$ cat src/rtl/fpga_rst_pkg.sv
// Shared types for the FPGA reset sequencer: FSM states and reset-cause codes.
package fpga_rst_pkg;

  localparam int CAUSE_W = 2;

  typedef enum logic [1:0] {
    WAIT_LOCK = 2'd0,
    HOLD      = 2'd1,
    RELEASE   = 2'd2,
    RUN       = 2'd3
  } rst_state_e;

  typedef enum logic [CAUSE_W-1:0] {
    RST_POR  = 2'd0,
    RST_LOCK = 2'd1,
    RST_SW   = 2'd2
  } rst_cause_e;

endpackage

$ cat src/rtl/rst_sync_2ff.sv
// Two-flop synchroniser for a level signal; both stages clear to 0 on async reset.
module rst_sync_2ff (
  input  logic clk_i,
  input  logic rst_n_i,
  input  logic d_i,
  output logic q_o
);

  logic meta_q;
  logic sync_q;

  always_ff @(posedge clk_i or negedge rst_n_i) begin
    if (!rst_n_i) begin
      meta_q <= 1'b0;
      sync_q <= 1'b0;
    end else begin
      meta_q <= d_i;
      sync_q <= meta_q;
    end
  end

  assign q_o = sync_q;

endmodule

$ cat src/rtl/fpga_rst_seq.sv
// Reset sequencer: holds SoC reset domains until PLL lock, then releases them staggered.
// Optional lock stability filter in WAIT_LOCK enabled by `define RST_SEQ_LOCK_FILT_EN.
module fpga_rst_seq
  import fpga_rst_pkg::*;
#(
  parameter int NUM_DOM     = 3,
  parameter int HOLD_CYC    = 16,
  parameter int STAGGER_CYC = 8,
  parameter int CNT_W       = 16,
  parameter int FILT_CYC    = 1024
) (
  input  logic               clk_i,
  input  logic               rst_n_i,
  input  logic               pll_lock_i,
  input  logic               sw_rst_req_i,
  output logic [NUM_DOM-1:0] dom_rst_n_o,
  output logic               rdy_o,
  output logic [CAUSE_W-1:0] rst_cause_o
);

  localparam int MAX_HS  = (HOLD_CYC > STAGGER_CYC) ? HOLD_CYC : STAGGER_CYC;
  localparam int MAX_CYC = (MAX_HS > FILT_CYC) ? MAX_HS : FILT_CYC;

  localparam logic [CNT_W-1:0] HOLD_LAST = CNT_W'(HOLD_CYC - 1);
  localparam logic [CNT_W-1:0] STAG_LAST = CNT_W'(STAGGER_CYC - 1);
  localparam logic [CNT_W-1:0] CNT_MAX   = CNT_W'(MAX_CYC - 1);
`ifdef RST_SEQ_LOCK_FILT_EN
  localparam logic [CNT_W-1:0] FILT_LAST = CNT_W'(FILT_CYC - 1);
`endif

  rst_state_e         state_q, state_d;
  logic [CNT_W-1:0]   cnt_q, cnt_d;
  logic [NUM_DOM-1:0] dom_q, dom_d;
  rst_cause_e         cause_q, cause_d;
  logic               lock_s;

  // Saturate rather than wrap so a stuck count can never alias a terminal value.
  function automatic logic [CNT_W-1:0] cnt_inc(input logic [CNT_W-1:0] c);
    return (c == CNT_MAX) ? c : c + CNT_W'(1);
  endfunction

  rst_sync_2ff u_lock_sync (
    .clk_i  (clk_i),
    .rst_n_i(rst_n_i),
    .d_i    (pll_lock_i),
    .q_o    (lock_s)
  );

  always_ff @(posedge clk_i or negedge rst_n_i) begin
    if (!rst_n_i) begin
      state_q <= WAIT_LOCK;
      cnt_q   <= '0;
      dom_q   <= '0;
      cause_q <= RST_POR;
    end else begin
      state_q <= state_d;
      cnt_q   <= cnt_d;
      dom_q   <= dom_d;
      cause_q <= cause_d;
    end
  end

  always_comb begin
    state_d = state_q;
    cnt_d   = cnt_q;
    dom_d   = dom_q;
    cause_d = cause_q;
    case (state_q)
      WAIT_LOCK: begin
        dom_d = '0;
`ifdef RST_SEQ_LOCK_FILT_EN
        if (!lock_s) begin
          cnt_d = '0;
        end else if (cnt_q == FILT_LAST) begin
          state_d = HOLD;
          cnt_d   = '0;
        end else begin
          cnt_d = cnt_inc(cnt_q);
        end
`else
        if (lock_s) begin
          state_d = HOLD;
          cnt_d   = '0;
        end
`endif
      end
      default: begin
        // Lock loss outranks a software request arriving in the same cycle.
        if (!lock_s) begin
          state_d = WAIT_LOCK;
          cnt_d   = '0;
          dom_d   = '0;
          cause_d = RST_LOCK;
        end else if (sw_rst_req_i) begin
          state_d = HOLD;
          cnt_d   = '0;
          dom_d   = '0;
          cause_d = RST_SW;
        end else begin
          case (state_q)
            HOLD: begin
              if (cnt_q == HOLD_LAST) begin
                state_d = RELEASE;
                dom_d   = NUM_DOM'(1);
                cnt_d   = '0;
              end else begin
                cnt_d = cnt_inc(cnt_q);
              end
            end
            RELEASE: begin
              if (dom_q[NUM_DOM-1]) begin
                state_d = RUN;
              end else if (cnt_q == STAG_LAST) begin
                dom_d = (dom_q << 1) | NUM_DOM'(1);
                cnt_d = '0;
              end else begin
                cnt_d = cnt_inc(cnt_q);
              end
            end
            default: dom_d = '1;
          endcase
        end
      end
    endcase
  end

  assign dom_rst_n_o = dom_q;
  assign rdy_o       = (state_q == RUN);
  assign rst_cause_o = cause_q;

endmodule

$ cat config.mk
export PLATFORM = sky130hd
export DESIGN_NAME = fpga_rst_seq
export DESIGN_NICKNAME = d
export VERILOG_FILES = /design/src/rtl/fpga_rst_pkg.sv /design/src/rtl/rst_sync_2ff.sv /design/src/rtl/fpga_rst_seq.sv
export SDC_FILE = /design/constraint.sdc
export NUM_CORES = 1
export LEC_CHECK = 0
export CAP_MARGIN = 10
export CELL_PAD_IN_SITES_DETAIL_PLACEMENT = 1
export CELL_PAD_IN_SITES_GLOBAL_PLACEMENT = 1
export CORE_MARGIN = 10
export CORE_UTILIZATION = 35
export CTS_CLUSTER_DIAMETER = 200
export DETAILED_ROUTE_END_ITERATION = 7
export MAX_ROUTING_LAYER = met4
export PLACE_DENSITY_LB_ADDON = 0.1
export SETUP_SLACK_MARGIN = 0.15
export SLEW_MARGIN = 15
export SYNTH_ARGS = -nofsm -noshare
export SYNTH_HDL_FRONTEND = slang
export SYNTH_HIERARCHICAL = 1
export SYNTH_SLANG_ARGS = --single-unit
$ cat constraint.sdc
create_clock -name clk_i -period 4.3 [get_ports clk_i]
set_input_delay 0.645 -clock clk_i [delete_from_list [all_inputs] [get_ports clk_i]]
set_output_delay 0.645 -clock clk_i [all_outputs]
set_load 0.02 [all_outputs]
==> results.py <==
metrics = {
    "power": {
        "power.total_mw": 0.770,
        "powerDensity_mw_per_mm2": 459,
        "irDropWorstVdd_v": 0.000219,
        "leakagePower_nw": 0.682,
    },
    "worst_setup_path": {
        "critPathMaxStageDelay_ps": 770,
        "rr_endpoint": "cnt_q[6]",
        "endpoint_kind": "flop",
        "cp-startpoint": "cnt_q[10]",
        "worstPathMaxFanout": 13,
        "path_class": "reg -> reg",
        "worstSetupStartpointType": "flop",
        "rr_worst_depth": 5,
        "reg2reg_from": "cnt_q[10]",
        "crit_end": "cnt_q[6]",
        "required_ps": 4420,
        "path_cells": "nor4_1 -> nand4_1 -> o31a_1 -> nor2_1 -> nor3_1",
        "arrival_ps": 2820,
        "slowest_stage": "nor2_1",
        "r2r_setup_slack_ps": 1600,
    },
    "final_layout": {
        "nets": 185,
        "area_growth_pct": 11.9,
        "multiInputGateArea_um2": 800,
        "register_area_um2": 626,
        "num-fill-cells": 489,
        "stdcell_count": 225,
        "drive_gt1_share_pct": 9.14,
        "antenna_cells": 0,
    },
    "global_routing": {
        "first_global_vias": 1263,
        "grt_overflow_total": 0,
        "grt_pass1_wl_mm": 6.33,
        "grt_usage_pct": 10.6,
        "antenna_found_initial": 0,
        "grt_max_degree": 26,
    },
    "logic_synthesis": {
        "synth_edf_count": 0,
        "ys_async_sr_fraction_pct": 100,
        "syn_area_mm2": 0.00150,
        "synth_warnings": 6,
        "synth_cells": 166,
        "dominantRegCellSynth": "dfrtp_1",
        "syn_area_per_cell_um2": 9.02,
        "synthesis.nets": 175,
        "ys_ff_latch": 25,
        "seq_area_frac_synth_pct": 41.8,
        "synth_cell_types": 46,
    },
    "sta": {
        "slew_headroom_pct": 33.0,
        "min_period_ps": 2700,
        "tns_ps": 0,
        "period_share_pct": 62.8,
        "drv_slew": 0,
        "clock.fmax_ghz": 0.370,
        "clock_skew_ps": 5.54,
        "rsz0062_at_grt": "no",
        "tightest_slew_ps": 1000,
        "setup_viol": 0,
        "hold_violations": 0,
    },
    "detailed_routing": {
        "via_per_inst": 5.44,
        "via_count": 1224,
        "wire_per_inst_um": 15.9,
        "drt-total-wl_mm": 3.57,
        "drt_iter0_markers": 74,
        "postRouteAntennaNets": 0,
        "firstDrtPassIters": 4,
        "drc_errors": 0,
    },
    "clock_tree": {
        "hold_buffers": 0,
        "clock-root-buffer": "clkbuf_8",
        "post-cts-setup-buffers": 0,
        "clock_sinks": 25,
        "clkTransAtPathRegs_ps": 100,
        "post_cts_resize_count": 0,
        "numCtsBuffers": 3,
        "cts_tree": "built",
        "clock_path_buffers": 2,
        "clock_latency_ps": 280,
        "htree_num_levels": 1,
    },
    "floorplan": {
        "die_width_um": 85.4,
        "die_area_mm2": 0.00730,
        "dieHeight_um": 85.4,
        "start_util_pct": 36.9,
        "ios": 10,
        "core-area_mm2": 0.00406,
        "num_rows": 23,
    },
    "placement": {
        "dpl.hpwl_mm": 2.63,
        "routabilityCongestion": 0.817,
        "io_buffers": 9,
        "dp_cells": 221,
    },
    "run_status": {
        "status": "complete, no violations",
    },
    "flow_run": {
        "cap_violations": 0,
    },
    "worst_hold_path": {
        "min_path_type": "reg -> reg",
    },
}
logic make-up after synthesis:
group | count (synthesis) | share of synthesized area (%)
AOI/OAI and AO/OA | 35 | 15.8
xor gates and xnor gates | 6 | 3.51
adders and majority gates | 5 | 4.18
buffers and inverters | 16 | 4.84
DFF | 25 | 41.8
muxes | 1 | 0.752
and+or+nand+nor | 78 | 29.2
synthesized netlist by cell type (2+ instances only):
cell	n	area share, %
nand4_1	2	0.84
a31oi_1	2	0.84
a31o_2	2	1.2
inv_1	11	2.8
a21oi_1	9	3.0
or3_1	3	1.3
or4_1	2	1.0
o21ai_0	7	2.3
nor4_1	4	1.7
and3_1	3	1.3
nor3_1	8	2.7
buf_2	3	1.0
dfrtp_1	25	42
a21oi_2	2	1.2
ha_1	5	4.2
nor2_1	23	5.8
o211ai_1	2	1.0
nand2_1	15	3.8
nand3_1	6	2.0
xnor2_1	6	3.5
layout make-up:
cell class	count	area share (%)
Clock buffer	3	2.46
Sequential cell	25	37.3
Tap cell	50	3.73
Inverter	11	2.46
Multi-Input combinational cell	125	47.7
Clock inverter	1	0.448
Timing Repair Buffer	10	5.83
state kept, by name, summed over array words and instances, names as in the netlist:
register            cells
u_lock_sync/meta_q      1
state_q                 2
u_lock_sync/q_o         1
dom_rst_n_o             3
rst_cause_o             2
cnt_q                  16
worst min-delay path by stage:
stage / start / endpoint / slack (ps) / cells past startpoint
final: u_lock_sync/meta_q / u_lock_sync/q_o / 370 / 0
after global routing: u_lock_sync/meta_q / u_lock_sync/q_o / 390 / 0
after CTS: u_lock_sync/meta_q / u_lock_sync/q_o / 370 / 0
after detailed placement: u_lock_sync/meta_q / u_lock_sync/q_o / 340 / 0
after global placement: u_lock_sync/meta_q / u_lock_sync/q_o / 340 / 0
after floorplan: u_lock_sync/meta_q / u_lock_sync/q_o / 330 / 0
power by group:
group	switching, mW	internal (mW)
registers	0.0305	0.272
clock network	0.0856	0.0659
logic	0.192	0.124
total	0.308	0.462
worst max-delay path: cells and delay by family, from the launching register on:
family	cells	cell delay, ps
AO/OA/AOI/OAI	1	420
flip-flops	1	450
AND/OR/NAND/NOR	4	1660
through the flow:
| stage | area (µm²) | utilization (%) | hold WS [ps] | setup slack (ps) |
|---|---|---|---|---|
| floorplan | 1500 | - | 331 | 1990 |
| global placement | 1630 | 40.1 | 344 | 1490 |
| detailed placement | 1630 | 40.1 | 344 | 1400 |
| CTS | 1680 | 41.3 | 375 | 1600 |
| global route | 1680 | 41.3 | 388 | 1340 |
| finish | 1680 | 41.3 | 366 | 1600 |
cell usage in the layout (no fill, tap or decap), types with 4 or more instances in the layout:
cell and count:
ha_1 5, xnor2_1 6, nand2_1 15, a21oi_1 9
nand3_1 6, nor4_1 4, dfrtp_1 25, clkdlybuf4s50_1 9
o21ai_0 7, nor3_1 8, nor2_1 23, inv_1 11
layer usage:
metal / global-route usage [%] / wire [µm] / vias to the layer above
li1: - / - / 611
met1: 13.9 / 1830 / 598
met2: 16.0 / 1620 / 13
met3: 2.20 / 92 / 2
met4: 3.14 / 27 / 0
met5: - / 0 / -
Note: power is estimated with default switching activity, not from simulation.
